`src/rtl/ff_network_sequencer.sv`:
```
// Bus master for an ff_network: streams a weight set in, then loops feeding one
// input sample, waiting for the network and streaming the output neurons back.
module ff_network_sequencer #(
    parameter int LENGHT_I   = 2,
    parameter int LENGHT_MID = 2,
    parameter int LENGHT_O   = 2,
    parameter int WIDTH      = 4,
    parameter int WIDTH_ADDR = $clog2(LENGHT_I*LENGHT_MID + LENGHT_MID*LENGHT_O + LENGHT_I + LENGHT_O + 3),
    parameter int TIMEOUT    = 64
) (
    input  logic                  clk,
    input  logic                  reset,
    input  logic [WIDTH-1:0]      cfg_data,
    input  logic                  cfg_valid,
    output logic                  cfg_ready,
    input  logic [WIDTH-1:0]      smp_data,
    input  logic                  smp_valid,
    output logic                  smp_ready,
    output logic [WIDTH-1:0]      res_data,
    output logic                  res_valid,
    input  logic                  res_ready,
    output logic                  res_last,
    input  logic                  reload,
    output logic [WIDTH-1:0]      net_in_d,
    output logic [WIDTH_ADDR-1:0] net_address,
    output logic                  net_write,
    output logic                  net_read,
    input  logic [WIDTH-1:0]      net_out_d,
    input  logic                  net_ready,
    output logic                  weights_loaded,
    output logic                  busy,
    output logic                  timeout_err
);
    localparam int N_W = LENGHT_I*LENGHT_MID + LENGHT_MID*LENGHT_O;
    localparam int TW  = $clog2(TIMEOUT + 1);

    typedef logic [WIDTH_ADDR-1:0] addr_t;
    localparam addr_t K_LAST    = addr_t'(N_W - 1);
    localparam addr_t J_LAST    = addr_t'(LENGHT_I - 1);
    localparam addr_t M_LAST    = addr_t'(LENGHT_O - 1);
    localparam addr_t A_WCOMMIT = addr_t'(N_W);
    localparam addr_t A_IBASE   = addr_t'(N_W + 1);
    localparam addr_t A_ICOMMIT = addr_t'(N_W + LENGHT_I + 1);
    localparam addr_t A_OBASE   = addr_t'(N_W + LENGHT_I + 2);
    localparam logic [TW-1:0]    T_LAST = TW'(TIMEOUT - 1);
    localparam logic [WIDTH-1:0] ONES   = '1;

    typedef enum logic [2:0] {
        LOAD_W, COMMIT_W, LOAD_I, COMMIT_I, WAIT_NET, READ_O, RES_HOLD
    } state_t;

    state_t        state, nxt;
    addr_t         k, j, m;
    logic [TW-1:0] wcnt;
    logic          cfg_fire, smp_fire, reload_ok, tmo_hit, nxt_idle;

    assign cfg_fire = cfg_valid & cfg_ready;
    assign smp_fire = smp_valid & smp_ready;
    // A word accepted in the same cycle as reload wins, so nothing is silently dropped.
    assign reload_ok = (state == LOAD_I) && (j == '0) && reload && !smp_fire;
    assign tmo_hit   = (state == WAIT_NET) && !net_ready && (wcnt == T_LAST);

    always_ff @(posedge clk) begin
        if (reset) state <= LOAD_W;
        else       state <= nxt;
    end

    always_comb begin
        nxt      = state;
        nxt_idle = 1'b0;
        case (state)
            LOAD_W:   if (cfg_fire && k == K_LAST) nxt = COMMIT_W;
            COMMIT_W: nxt = LOAD_I;
            LOAD_I: begin
                if (reload_ok)                      nxt = LOAD_W;
                else if (smp_fire && j == J_LAST)   nxt = COMMIT_I;
            end
            COMMIT_I: nxt = WAIT_NET;
            WAIT_NET: begin
                if (net_ready)    nxt = READ_O;
                else if (tmo_hit) nxt = LOAD_I;
            end
            READ_O:   nxt = RES_HOLD;
            RES_HOLD: if (res_ready) nxt = (m == M_LAST) ? LOAD_I : READ_O;
            default:  nxt = LOAD_W;
        endcase
        // Idle means sitting in LOAD_I with no sample word taken yet.
        if (nxt == LOAD_I)
            nxt_idle = !(state == LOAD_I && (j != '0 || smp_fire));
    end

    // All outputs are registered from the next state so they line up with it.
    always_ff @(posedge clk) begin
        if (reset) begin
            k <= '0; j <= '0; m <= '0; wcnt <= '0;
            net_write <= 1'b0; net_read <= 1'b0; net_in_d <= '0; net_address <= '0;
            res_data <= '0; res_valid <= 1'b0; res_last <= 1'b0;
            weights_loaded <= 1'b0; busy <= 1'b0; timeout_err <= 1'b0;
            cfg_ready <= 1'b0; smp_ready <= 1'b0;
        end else begin
            net_write <= 1'b0;
            net_read  <= 1'b0;
            cfg_ready <= (nxt == LOAD_W);
            smp_ready <= (nxt == LOAD_I);
            busy      <= !nxt_idle;
            case (state)
                LOAD_W: if (cfg_fire) begin
                    net_write <= 1'b1; net_address <= k; net_in_d <= cfg_data;
                    k <= k + 1'b1;
                end
                COMMIT_W: begin
                    net_write <= 1'b1; net_address <= A_WCOMMIT; net_in_d <= ONES;
                    weights_loaded <= 1'b1; k <= '0; j <= '0;
                end
                LOAD_I: begin
                    if (reload_ok) begin
                        weights_loaded <= 1'b0; k <= '0;
                    end else if (smp_fire) begin
                        net_write <= 1'b1; net_address <= A_IBASE + j; net_in_d <= smp_data;
                        j <= (j == J_LAST) ? '0 : j + 1'b1;
                    end
                end
                COMMIT_I: begin
                    net_write <= 1'b1; net_address <= A_ICOMMIT; net_in_d <= ONES;
                    wcnt <= '0;
                end
                WAIT_NET: begin
                    if (net_ready) begin
                        m <= '0; net_read <= 1'b1; net_address <= A_OBASE;
                    end else if (tmo_hit) begin
                        timeout_err <= 1'b1; j <= '0;
                    end else begin
                        wcnt <= wcnt + 1'b1;
                    end
                end
                READ_O: begin
                    res_data <= net_out_d; res_valid <= 1'b1; res_last <= (m == M_LAST);
                end
                RES_HOLD: if (res_ready) begin
                    res_valid <= 1'b0; res_last <= 1'b0;
                    if (m != M_LAST) begin
                        m <= m + 1'b1; net_read <= 1'b1; net_address <= A_OBASE + m + 1'b1;
                    end
                end
                default: ;
            endcase
        end
    end
endmodule

```
`config.mk`:
```
export PLATFORM = sky130hd
export DESIGN_NAME = ff_network_sequencer
export DESIGN_NICKNAME = d
export VERILOG_FILES = /design/src/rtl/ff_network_sequencer.sv
export SDC_FILE = /design/constraint.sdc
export NUM_CORES = 1
export LEC_CHECK = 0
export ABC_AREA = 1
export BUFFER_PORTS_ARGS = -buffer_cell sky130_fd_sc_hd__buf_2
export CAP_MARGIN = 40
export CORE_MARGIN = 2
export CORE_UTILIZATION = 40
export DETAILED_ROUTE_END_ITERATION = 8
export PLACE_DENSITY_LB_ADDON = 0.08
export SKIP_LAST_GASP = 1
export SLEW_MARGIN = 30
export SYNTH_ARGS = -nofsm -noshare
export SYNTH_HDL_FRONTEND = slang
export SYNTH_SLANG_ARGS = --single-unit
```
`constraint.sdc`:
```
create_clock -name clk -period 1.9 [get_ports clk]
set_input_delay 0.38 -clock clk [delete_from_list [all_inputs] [get_ports clk]]
set_output_delay 0.38 -clock clk [all_outputs]
set_load 0.02 [all_outputs]
```
# After elaboration in Yosys (flattened, before gate mapping)
# Cells that the tools add are included.
# W data, S select, Z words.
dict set report op_classes {
  bitwise 3
  add_sub_neg 7
  n_reduce_logical 35
  eq_ne 22
  n_mux 49
}
# cell n
set ops {}
lappend ops {{$mux W4} 19}
lappend ops {{$pmux W4 S3} 3}
lappend ops {{$pmux W4 S6} 1}
lappend ops {{$mux W3} 7}
lappend ops {{$pmux W3 S7} 1}
lappend ops {{$ne A2 B2 Y1 const B} 10}
lappend ops {{$add A4 B1 Y4 const B} 4}
lappend ops {{$mux W7} 2}
lappend ops {{$pmux W7 S2} 1}
lappend ops {{$eq A3 B2 Y1 const B} 3}
lappend ops {{$eq A3 B3 Y1 const B} 3}
lappend ops {{$mux W1} 9}
lappend ops {{$reduce_and A3 Y1} 3}
lappend ops {{$reduce_bool A3 Y1} 3}
lappend ops {{$add A4 B4 Y4 const A} 2}
lappend ops {{$eq A4 B1 Y1 const B} 2}
lappend ops {{$logic_and A1 B1 Y1} 8}
lappend ops {{$pmux W1 S2} 4}
lappend ops {{$pmux W4 S2} 1}
lappend ops {{$reduce_and A4 Y1} 2}
lappend ops {{$reduce_bool A2 Y1} 4}
lappend ops {{$add A7 B1 Y7 const B} 1}
lappend ops {{$eq A7 B6 Y1 const B} 1}
lappend ops {{$reduce_and A7 Y1} 1}
lappend ops {{other kinds (15)} 21}
dict set report totals {
  elab_cells 133
  output_inout_bits 21
  reg_bits 43
  inputBits 19
}

# Logic depth before layout (Yosys ltp)
dict set report logic_depth {
  ltp_word 9
  depth_mapped 11
  mapped_depth_nobuf 11
}

# Least setup slack after synthesis
# No wires, ideal clock.
dict set report synth_path {
  kind {register -> register}
  start {reg wcnt[0]}
  end {reg busy}
  arrival_time_ns 1.312
  n_path_buf 0
  period_less_slack_ns 1.440
  stages_incl_launch_ff 9
  t_required_ns 1.772
  setup_time_ns 0.128
  setup_slack_ns 0.460
  cell_sequence {dfxtp_1 ha_1 nand3_1 nor2_1 nand2_4 a21oi_2 nand3_1 nor2_1 nor2_1}
}
dict set report synth_between {
  elab_chain_len 8
}
# item line_no
set synth_rtl {}
lappend synth_rtl {{from (decl)} 54} ;# logic [TW-1:0] wcnt;
lappend synth_rtl {{from (signal assigned)} 133} ;# wcnt <= wcnt + 1'b1;
lappend synth_rtl {{$eq A7 B6 Y1} 61} ;# assign tmo_hit = (state == WAIT_NET) && !net_ready && (wcnt == T_LAST);
lappend synth_rtl {{$logic_and A1 B1 Y1} 61}
lappend synth_rtl {{$mux W3} 81} ;# else if (tmo_hit) nxt = LOAD_I;
lappend synth_rtl {{$mux W3} 80} ;# if (net_ready) nxt = READ_O;
lappend synth_rtl {{$pmux W3 S7} 71} ;# case (state)
lappend synth_rtl {{$eq A3 B2 Y1} 88} ;# if (nxt == LOAD_I)
lappend synth_rtl {{$mux W1} 88}
lappend synth_rtl {{$logic_not A1 Y1} 105} ;# busy <= !nxt_idle;
lappend synth_rtl {{to (signal assigned)} 105}
lappend synth_rtl {{to (decl)} 31} ;# output logic busy,
# Every way passes these cells.
# A chain may end at the register's enable or synchronous reset.

# Worst setup path in the final report
dict set report layout_path {
  start {reg state[2]}
  end {reg busy}
}
dict set report layout_between {
  elab_chain_len 9
  elab_cells_between_ends 24
  cone_classes {7 x eq/ne; 8 x mux; 9 x reduce/logical}
}
# item line_no
set layout_rtl {}
lappend layout_rtl {{from (decl)} 52} ;# state_t state, nxt;
lappend layout_rtl {{from (signal assigned)} 65} ;# else state <= nxt;
lappend layout_rtl {{$eq A3 B3 Y1 / $eq A3 B2 Y1 (equally long branches)} -}
lappend layout_rtl {{$logic_and A1 B1 Y1, on equally long branches (2 in a row)} {61, 60}}
lappend layout_rtl {{$mux W3 / $logic_and A1 B1 Y1 (equally long branches)} {81, 60}}
lappend layout_rtl {{$mux W3, on equally long branches} {80, 75}}
lappend layout_rtl {{$pmux W3 S7} 71}
lappend layout_rtl {{$eq A3 B2 Y1} 88}
lappend layout_rtl {{$mux W1 *} 88}
lappend layout_rtl {{$logic_not A1 Y1 *} 105}
# Every way passes the cells marked *; elsewhere a longest branch is shown, timed or not.

==> impl_metrics.csv <==
group,metric,value,unit
placed_design,dp_cells,426,
sta,fin_skew,0.00530,ns
grt,grt_pass1_wl,8.58,mm
worst_setup_path,setup.worst_path.start_class,"flop",
grt,antenna_found_initial,0,
sta,fin_crit,1.67,ns
synthesis,ys_ff_latch,43,
sta,drv_slew,0,
cts,cts_buffers,5,
worst_setup_path,cp.arrival,1.87,ns
grt,grt_pass1_vias,1873,
placed_design,globalplace.congestion,0.806,
grt,grt_usage,17.1,%
layout,drive_above_1_share,24.1,%
synthesis,synth_top_area_share,37.7,%
drt,wl_per_cell,11.7,µm
drt,routed_wl,5.07,mm
grt,grt_max_degree,14,
drt,via_per_inst,4.83,
drt,drtIter0Drc,87,
cts,clk_latency,0.30,ns
synthesis,seq_area_frac_synth,37.7,%
worst_setup_path,cp.required,2.09,ns
cts,clock-root-buffer,"clkbuf_8",
worst_hold_path,hold_class,"input pin to flop",
synthesis,netlist_instances,314,
sta,slew_headroom,72.7,%
cts,numClockSinks,43,
floorplanning,die_y,79.5,µm
layout,fin_cells,433,
worst_setup_path,critPathKind,"flop to flop",
worst_setup_path,reg2reg_slack,0.23,ns
worst_setup_path,end_kind,"flop",
worst_setup_path,path_max_fanout,9,
layout,postLayoutCoreUtil,48.6,%
drt,num_vias,2090,
sta,fin_crit_sh,88.0,%
sta,final-setup-viol-count,0,
synthesis,synth_largest_area_cell,"dfxtp_1",
layout,nets,387,
synthesis,syn_avg_cell_area,7.27,µm²
floorplanning,start_util,41.4,%
power,power,1.65,mW
floorplanning,num_rows,27,
cts,clockBufferDepth,2,
floorplanning,die_area,6330,µm²
synthesis,syn_nets,340,
placed_design,numPortBuffers,39,
layout,diodes,0,
cts,cts.clk_slew.worst_paths,0.08,ns
cts,cts_resized,0,
floorplanning,die_w,79.5,µm
floorplanning,core,5510,µm²
sta,hold_viol_final,0,
floorplanning,io_pins,40,
synthesis,ys_types,31,
synthesis,syn-cell-area,2280,µm²
layout,syn2layout_area_growth,17.2,%
sta,fmax,598,MHz
synthesis,yosysWarningCount,0,
placed_design,dpl.hpwl,3.99,mm
layout,final_area,2670,µm²
power,ir_worst_vdd,367,µV
drt,first_pass_iters,4,
grt,gr-total-overflow,0,
drt,ant_nets,0,
job,maxCapViolCount,0,
cts,hold_buffers,0,
placed_design,place_area,2590,µm²
cts,tritoncts,"done",
power,p_per_area,616,nW/µm²
drt,drc,0,
cts,post_cts_buffers,0,
sta,worstMarginPinSlew,0.406,ns
sta,rsz0062_at_grt,"no",
synthesis,synth_area_leaders,"dfxtp_1 38%, nand2_1 9.9%, nor2_1 7.7%, a21oi_1 6.8%, inv_1 4.9%",
sta,finalSetupTns,0,ns
power,leakage,1.25,nW
cts,htreeDepth,2,
status,status,"finished, final reports clean",
-- synth_stat cells, drive strengths merged --
library cell	instances
xnor2	3
clkbuf	3
a21oi	34
a211oi	1
ha	7
a31oi	5
nor3	3
buf	1
nand3	23
o211a	1
o31ai	1
dfxtp	43
xor2	3
nand4	4
inv	38
o21ai	17
nand2	72
nor2	55
-- worst max-delay path: stages, from the launching register on --
cell     delay [ns]
dfxtp_1        0.35
buf_4          0.19
inv_2          0.09
nand2_2        0.06
nor2_4         0.22
o21ai_1        0.22
nand3_1        0.16
nand3_1        0.12
nor2_1         0.11
nor2_1         0.04
-- layout make-up --
class | count | area (µm²)
Fill cell | 587 | 2830
Timing Repair Buffer | 44 | 233
Multi-Input combinational cell | 229 | 1250
Sequential cell | 43 | 861
Clock inverter | 1 | 5.00
Inverter | 38 | 148
Tap cell | 72 | 90.1
Clock buffer | 6 | 82.6
-- sequential cells by signal (all words and copies together), names as in the netlist, 3 cells and up --
| register | cells |
|---|---|
| m | 4 |
| net_in_d | 4 |
| k | 4 |
| wcnt | 7 |
| net_address | 4 |
| j | 4 |
| res_data | 4 |
| state | 3 |
-- final timing paths --
check,from,end,cells past startpoint
hold / removal,net_out_d[3],res_data[3]$_SDFFE_PP0P_,3
hold reg to reg,timeout_err$_SDFFE_PP0P_,timeout_err$_SDFFE_PP0P_,2
setup / recovery,state[2]$_SDFF_PP0_,busy$_SDFF_PP0_,9
setup reg to reg,state[2]$_SDFF_PP0_,busy$_SDFF_PP0_,9
-- placed cells by master, fill, tap and decap left out --
cell type,netlist,layout
clkbuf_8,0,6
nand3_2,2,2
nand3_4,2,2
a21oi_4,1,1
buf_4,1,5
ha_1,7,7
nor2_1,47,47
o31ai_1,1,1
inv_4,2,2
a21oi_1,31,31
xor2_1,3,3
nor2_4,4,4
nand2_1,60,60
inv_1,30,30
o21ai_0,13,13
o21ai_1,3,3
nor2_8,1,1
o21ai_2,1,1
a211oi_1,1,1
xnor2_1,3,3
nor3_1,3,3
inv_2,6,6
a21oi_2,2,2
o211a_1,1,1
nand4_1,4,4
buf_2,0,39
a31oi_1,5,5
nand2_2,6,6
nand2_4,6,6
nand3_1,19,19
nor2_2,3,3
clkinv_2,0,1
dfxtp_1,43,43
-- metrics by stage --
stage                     setup slack, ns  hold slack (ns)
after CTS                           0.218            0.328
final                               0.228            0.338
after detailed placement            0.232            0.438
after global placement              0.226            0.445
after global routing               0.0461            0.361
after floorplan                     0.460            0.455
-- logic make-up after synthesis --
group           synth area share, %
flops                          37.7
xor+xnor                       2.30
fa+ha+maj                      3.84
compound gates                 14.6
buf+inv                        7.29
simple gates                   34.2
-- routing by layer --
| metal | up-vias | track usage [%] | share of wire, % |
|---|---|---|---|
| met4 | 0 | 5.17 | 1.1 |
| met5 | - | 0 | 0 |
| li1 | 1110 | - | - |
| met3 | 8 | 3.39 | 3.8 |
| met1 | 936 | 22.8 | 51 |
| met2 | 36 | 27.7 | 44 |
-- power by group --
part	internal, mW	leakage (nW)	switching [mW]
clock	0.285	0.0470	0.302
combinational	0.0512	0.852	0.0801
sequential	0.919	0.349	0.0101
Power figures use the tool's default switching activity.
